===== src/rtl/fnd_scan_ctrl.sv =====
// ============================================================================
// fnd_scan_ctrl
// ----------------------------------------------------------------------------
// Four-digit 7-segment scan controller for the up-counter display path.
// Once per frame the binary counter value is saturated to 9999 and turned
// into BCD by a sequential double-dabble engine. One digit is driven per scan
// period. A frame that starts at boundary k shows the value sampled at
// boundary k-1, so a frame never mixes digits of two different values.
//
// Parameters:
//   ACTIVE_LOW   1 = com/font outputs active-low (common-anode board),
//                0 = both outputs inverted to active-high
//
// Ports:
//   i_clk        system clock (100 MHz)
//   i_reset      asynchronous, active-high reset
//   i_scan_clk   divided digit clock; sampled as data, never used as a clock
//   i_value      14-bit binary value to display (saturates at 9999)
//   o_fnd_com    one-hot digit enables, bit 0 = ones, bit 3 = thousands
//   o_fnd_font   segments {dp,g,f,e,d,c,b,a}, dp always off
//   o_busy       high while a BCD conversion is running
//
// Build option:
//   FND_LZ_BLANK_EN  when defined, leading zeros in the thousands, hundreds
//                    and tens positions are blanked; the ones digit always
//                    shows its numeral.
// ============================================================================
module fnd_scan_ctrl #(
    parameter bit ACTIVE_LOW = 1'b1
) (
    input  logic        i_clk,
    input  logic        i_reset,
    input  logic        i_scan_clk,
    input  logic [13:0] i_value,
    output logic [3:0]  o_fnd_com,
    output logic [7:0]  o_fnd_font,
    output logic        o_busy
);

    // XOR masks that turn the internal active-low patterns into the board
    // polarity.
    localparam logic [3:0] COM_INV  = ACTIVE_LOW ? 4'h0  : 4'hF;
    localparam logic [7:0] FONT_INV = ACTIVE_LOW ? 8'h00 : 8'hFF;

    typedef enum logic [1:0] {
        IDLE  = 2'd0,
        SHIFT = 2'd1,
        DONE  = 2'd2
    } state_t;

    state_t      state;
    logic        s0;
    logic        s1;
    logic        p;
    logic        tick;
    logic        frame;
    logic [1:0]  r_digit;
    logic [1:0]  next_digit;
    logic [15:0] r_disp;
    logic [15:0] r_bcd;
    logic [29:0] sr;
    logic [29:0] sr_adj;
    logic [3:0]  cnt;
    logic [13:0] sat_value;
    logic [15:0] src;
    logic [3:0]  nibble;
    logic        blank;
    logic [3:0]  com_al;
    logic [7:0]  font_al;

    // Active-low segment pattern for one BCD digit; non-decimal codes blank.
    function automatic logic [7:0] seg_of(input logic [3:0] n);
        case (n)
            4'd0:    seg_of = 8'hC0;
            4'd1:    seg_of = 8'hF9;
            4'd2:    seg_of = 8'hA4;
            4'd3:    seg_of = 8'hB0;
            4'd4:    seg_of = 8'h99;
            4'd5:    seg_of = 8'h92;
            4'd6:    seg_of = 8'h82;
            4'd7:    seg_of = 8'hF8;
            4'd8:    seg_of = 8'h80;
            4'd9:    seg_of = 8'h90;
            default: seg_of = 8'hFF;
        endcase
    endfunction

    assign tick       = s1 & ~p;
    assign frame      = tick && (r_digit == 2'd3);
    assign next_digit = r_digit + 2'd1;
    assign sat_value  = (i_value > 14'd9999) ? 14'd9999 : i_value;
    assign o_busy     = (state != IDLE);

    // Double-dabble correction: every BCD nibble of 5 or more gets +3 so the
    // following left shift carries correctly into the next decimal place.
    always_comb begin
        sr_adj = sr;
        for (int k = 0; k < 4; k++) begin
            if (sr[14 + 4*k +: 4] >= 4'd5) begin
                sr_adj[14 + 4*k +: 4] = sr[14 + 4*k +: 4] + 4'd3;
            end
        end
    end

    // At a frame boundary r_disp is being overwritten in the same edge, so
    // the new digit reads straight from r_bcd.
    always_comb begin
        src     = frame ? r_bcd : r_disp;
        nibble  = src[{next_digit, 2'b00} +: 4];
        blank   = 1'b0;
`ifdef FND_LZ_BLANK_EN
        case (next_digit)
            2'd1:    blank = (src[15:4]  == 12'd0);
            2'd2:    blank = (src[15:8]  == 8'd0);
            2'd3:    blank = (src[15:12] == 4'd0);
            default: blank = 1'b0;
        endcase
`endif
        font_al = blank ? 8'hFF : seg_of(nibble);
        com_al  = ~(4'b0001 << next_digit);
    end

    // Scan-clock synchronizer and edge detect, scan index, frame-coherent
    // display copy and the registered digit/segment outputs.
    always_ff @(posedge i_clk or posedge i_reset) begin
        if (i_reset) begin
            s0         <= 1'b0;
            s1         <= 1'b0;
            p          <= 1'b0;
            r_digit    <= 2'd3;
            r_disp     <= 16'd0;
            o_fnd_com  <= 4'hF ^ COM_INV;
            o_fnd_font <= 8'hFF ^ FONT_INV;
        end else begin
            s0 <= i_scan_clk;
            s1 <= s0;
            p  <= s1;
            if (tick) begin
                r_digit    <= next_digit;
                o_fnd_com  <= com_al ^ COM_INV;
                o_fnd_font <= font_al ^ FONT_INV;
            end
            if (frame) begin
                r_disp <= r_bcd;
            end
        end
    end

    // Conversion FSM: latch the saturated value at a frame boundary, run 14
    // correct-and-shift steps, then publish the BCD result. Boundaries that
    // arrive mid-conversion do not restart it.
    always_ff @(posedge i_clk or posedge i_reset) begin
        if (i_reset) begin
            state <= IDLE;
            sr    <= 30'd0;
            cnt   <= 4'd0;
            r_bcd <= 16'd0;
        end else begin
            case (state)
                IDLE: begin
                    if (frame) begin
                        sr    <= {16'd0, sat_value};
                        cnt   <= 4'd0;
                        state <= SHIFT;
                    end
                end
                SHIFT: begin
                    sr  <= sr_adj << 1;
                    cnt <= cnt + 4'd1;
                    if (cnt == 4'd13) begin
                        state <= DONE;
                    end
                end
                DONE: begin
                    r_bcd <= sr[29:14];
                    state <= IDLE;
                end
                default: state <= IDLE;
            endcase
        end
    end

endmodule


===== config.mk =====
export PLATFORM = sky130hd
export DESIGN_NAME = fnd_scan_ctrl
export DESIGN_NICKNAME = d
export VERILOG_FILES = /design/src/rtl/fnd_scan_ctrl.sv
export SDC_FILE = /design/constraint.sdc
export NUM_CORES = 1
export LEC_CHECK = 0
export BUFFER_PORTS_ARGS = -buffer_cell sky130_fd_sc_hd__buf_4
export CORE_AREA = 4 4 91 93
export CTS_CLUSTER_DIAMETER = 100
export DETAILED_ROUTE_END_ITERATION = 16
export DIE_AREA = 0 0 95 97
export PLACE_DENSITY = 0.76
export SETUP_SLACK_MARGIN = 0.02
export SKIP_LAST_GASP = 1
export SLEW_MARGIN = 20
export SYNTH_ARGS = -nofsm -noshare
export SYNTH_HDL_FRONTEND = slang
export SYNTH_SLANG_ARGS = --single-unit

===== constraint.sdc =====
create_clock -name i_clk -period 3.4 [get_ports i_clk]
set_clock_uncertainty 0.15 [all_clocks]
set_input_delay 0 -clock i_clk [delete_from_list [all_inputs] [get_ports i_clk]]
set_output_delay 0 -clock i_clk [all_outputs]
set_load 0.05 [all_outputs]

==> metrics <==
register area share after synthesis=between 40% and 50%; share of final-layout standard cells stronger than drive strength 1=20.22%; # clock sinks=84; clock period minus final worst setup slack=about 3100 ps; Non-Filler Instances=568; largest vdd supply drop=0.4887 mV; setup bufs post-CTS=0; total of buffers placed on input and output ports=28; routed length per instance=~16 um; number of enable-type register cells in the synthesized netlist=0; routed metal-1 wire length=3.796 mm; DRC violations left=0; most area-consuming cells after synthesis=sky130_fd_sc_hd__dfrtp_1 42%, sky130_fd_sc_hd__dfstp_2 8.1%, sky130_fd_sc_hd__nand2_1 7.5%; NetSw=1394 uW; die outline area=a little over 9000 um^2; switching part of the total power=a little under two fifths; initial drt markers=139; most frequently used flop master after synthesis=sky130_fd_sc_hd__dfrtp_1; leading area contributor after synthesis=sky130_fd_sc_hd__dfrtp_1; vertical die dimension=97 um; RSZ-0062 raised after global routing=no; CP required=3540 ps; standard cell core area=roughly 7500 um^2; count of boundary I/O pins=30; total negative slack for setup checks=0 ps; Clk Tree Root Cell=sky130_fd_sc_hd__clkbuf_8; TritonRoute pass-1 iters=4; DP Cell Count=524; aggregate global-route resource usage=20.72%; top library cells by usage in the layout, fill and taps aside=85 x sky130_fd_sc_hd__nand2_1, 71 x sky130_fd_sc_hd__dfrtp_1, 36 x sky130_fd_sc_hd__buf_4; vias in the first global route=3250; top cell type's share of synthesized area=41.93%; reported max-cap violation count=0; number of buffers between clock root and the deepest sink=2; mean cell area of the mapped netlist=10.46 um^2; Async SR Flop Fraction=100.0%; CTS tree=built; Static Leakage=between 0.002 and 0.0025 uW; initial core utilization=56.30%; latest clock arrival within the worst-skew pair=350 ps; final hold violation count=0; part of the power in the clock network=19.5%; post-route cell area=4996 um^2; Netlist cell types=between 40 and 50; Clock Pin Slew Worst Setup and Hold Paths=90 ps; routed via count divided by cell count=5.468; critical path arrival=roughly 3200 ps; overflow left after global routing=0; Startpoint Class=register; HPWL reported at the end of detailed placement=5.782 mm; outcome=finished clean; path category of the worst min-delay check=input port to async pin; cell area after synthesis=4238 um^2; detailed route wirelength on metal2=4.615 mm; Setup-failing EPs final=0; Syn-to-layout area delta=17.89%; Placed Instance Area=4528 um^2; Critical Path Fanout Max=14; number of nets in the final layout=496; met3 WL=between 200 and 300 um; portion of total power attributed to combinational logic=38.3%; FMAX=0.3267 GHz; sequential share of power=42.2%; syn_nets=441; worst slack at placement=about 430 ps; Total Power=about 3600 uW; cell count after synthesis=405; number of nets still failing antenna checks after routing=0; cts bufs inserted=9; count of synthesis-stage warnings from yosys=0; initial antenna violation count=1; horizontal die dimension=95 um; final worst slack=roughly 340 ps; Site Rows=32; Power Density=727.5 nW/um^2; kind of critical path=register to register; most common library cell in the layout ignoring fill and taps=sky130_fd_sc_hd__nand2_1; Internal=around 2200 uW; type of destination of the critical path=register; Routed WL=between 8 and 9 mm; final worst-path cycle share=90.01%; total via count after detailed routing=3106; actual slew at the worst max-slew pin=827.5 ps; total number of H-tree levels=3; RD Place Congestion=0.8306; Max transition margin=44.72%; Max Slew Vio Count=0; highest layer used for signal routing=met4; wire length of the first global-routing pass=between 15 and 20 mm; FF+latch count, synth=84; largest net degree at the start of global routing=32
==> metal layers <==
metal / up-vias / GRT usage (%)
li1: 1505 / -
met1: 1528 / 26.96
met2: 57 / 34.71
met3: 16 / 4.199
met4: 0 / 6.215
met5: - / 0
==> synthesized netlist by cell type (8+ instances only) <==
cell type	n
sky130_fd_sc_hd__o21ai_0	33
sky130_fd_sc_hd__mux2_2	14
sky130_fd_sc_hd__a21oi_1	16
sky130_fd_sc_hd__ha_1	19
sky130_fd_sc_hd__dfrtp_1	71
sky130_fd_sc_hd__nand2_1	85
sky130_fd_sc_hd__dfstp_2	13
sky130_fd_sc_hd__mux2i_1	10
sky130_fd_sc_hd__nor2_1	11
sky130_fd_sc_hd__clkbuf_1	12
sky130_fd_sc_hd__o21ai_1	8
sky130_fd_sc_hd__inv_1	17
==> cell families after synthesis <==
logic type	count (synthesis)	synth area share (%)
mux	39	11.93
flops	84	49.99
buf+inv	36	4.163
fa+ha+maj	19	5.610
other cells	1	0.08849
compound gates	89	12.58
xor+xnor	11	2.273
simple gates	126	13.38
==> through the flow <==
step	util [%]	hold WS, ps
after floorplan	-	-118.6
after global placement	60.16	-106.5
after detailed placement	60.16	-106.5
after CTS	66.34	68.70
after global routing	66.37	94.44
final	66.37	74.35
==> registers in the layout, summed over array words and instances, names as in the netlist <==
| signal | cells |
|---|---|
| o_fnd_font | 7 |
| r_digit | 2 |
| s0 | 1 |
| state | 2 |
| p | 1 |
| s1 | 1 |
| r_bcd | 16 |
| sr | 30 |
| o_fnd_com | 4 |
| cnt | 4 |
| r_disp | 16 |
==> power groups by stage <==
stage / Combinational [uW] / Sequential, uW / Clock [uW]
final: 1390 / 1530 / 708
after global routing: 1540 / 1570 / 772
after CTS: 1380 / 1530 / 722
after detailed placement: 1320 / 1540 / 0
after global placement: 1270 / 1530 / 0
after floorplan: 950 / 1580 / 0
==> critical path: stages, from the launching register on <==
cell	delay [ps]
sky130_fd_sc_hd__dfstp_2	680
sky130_fd_sc_hd__ha_1	230
sky130_fd_sc_hd__and3b_1	240
sky130_fd_sc_hd__buf_4	240
sky130_fd_sc_hd__nand3_1	350
sky130_fd_sc_hd__a21oi_1	390
sky130_fd_sc_hd__a21o_1	170
sky130_fd_sc_hd__dlygate4sd3_1	550
==> area by class of cell <==
type	count	area [um^2]
Inverter	17	65.06
Fill cell	590	2531
Antenna cell	1	2.502
Sequential cell	84	2118
Timing Repair Buffer	63	540.5
Multi-Input combinational cell	285	1947
Clock inverter	4	50.05
Clock buffer	12	145.1
Tap cell	102	127.6
==> worst paths after layout <==
| kind | cells past startpoint | start | slack (ps) | to |
|---|---|---|---|---|
| worst max-delay path | 7 | r_digit[0] | 340 | sr[4] |
| min in group i_clk | 2 | i_scan_clk | 160 | s0 |
| worst max register to register | 7 | r_digit[0] | 340 | sr[4] |
| worst min register to register | 0 | s0 | 200 | s1 |
| worst min-delay path | 3 | i_reset | 70 | r_disp[15] |
| max in group asynchronous | 4 | i_reset | 2260 | r_bcd[0] |
==> what timing repair did <==
action | 4_1_cts | 5_1_grt
hold buffers | 27 | 0
resized for setup | 0 | 0
endpoints found under the hold margin | 42 | 0
(Power assumes the default switching activity.)
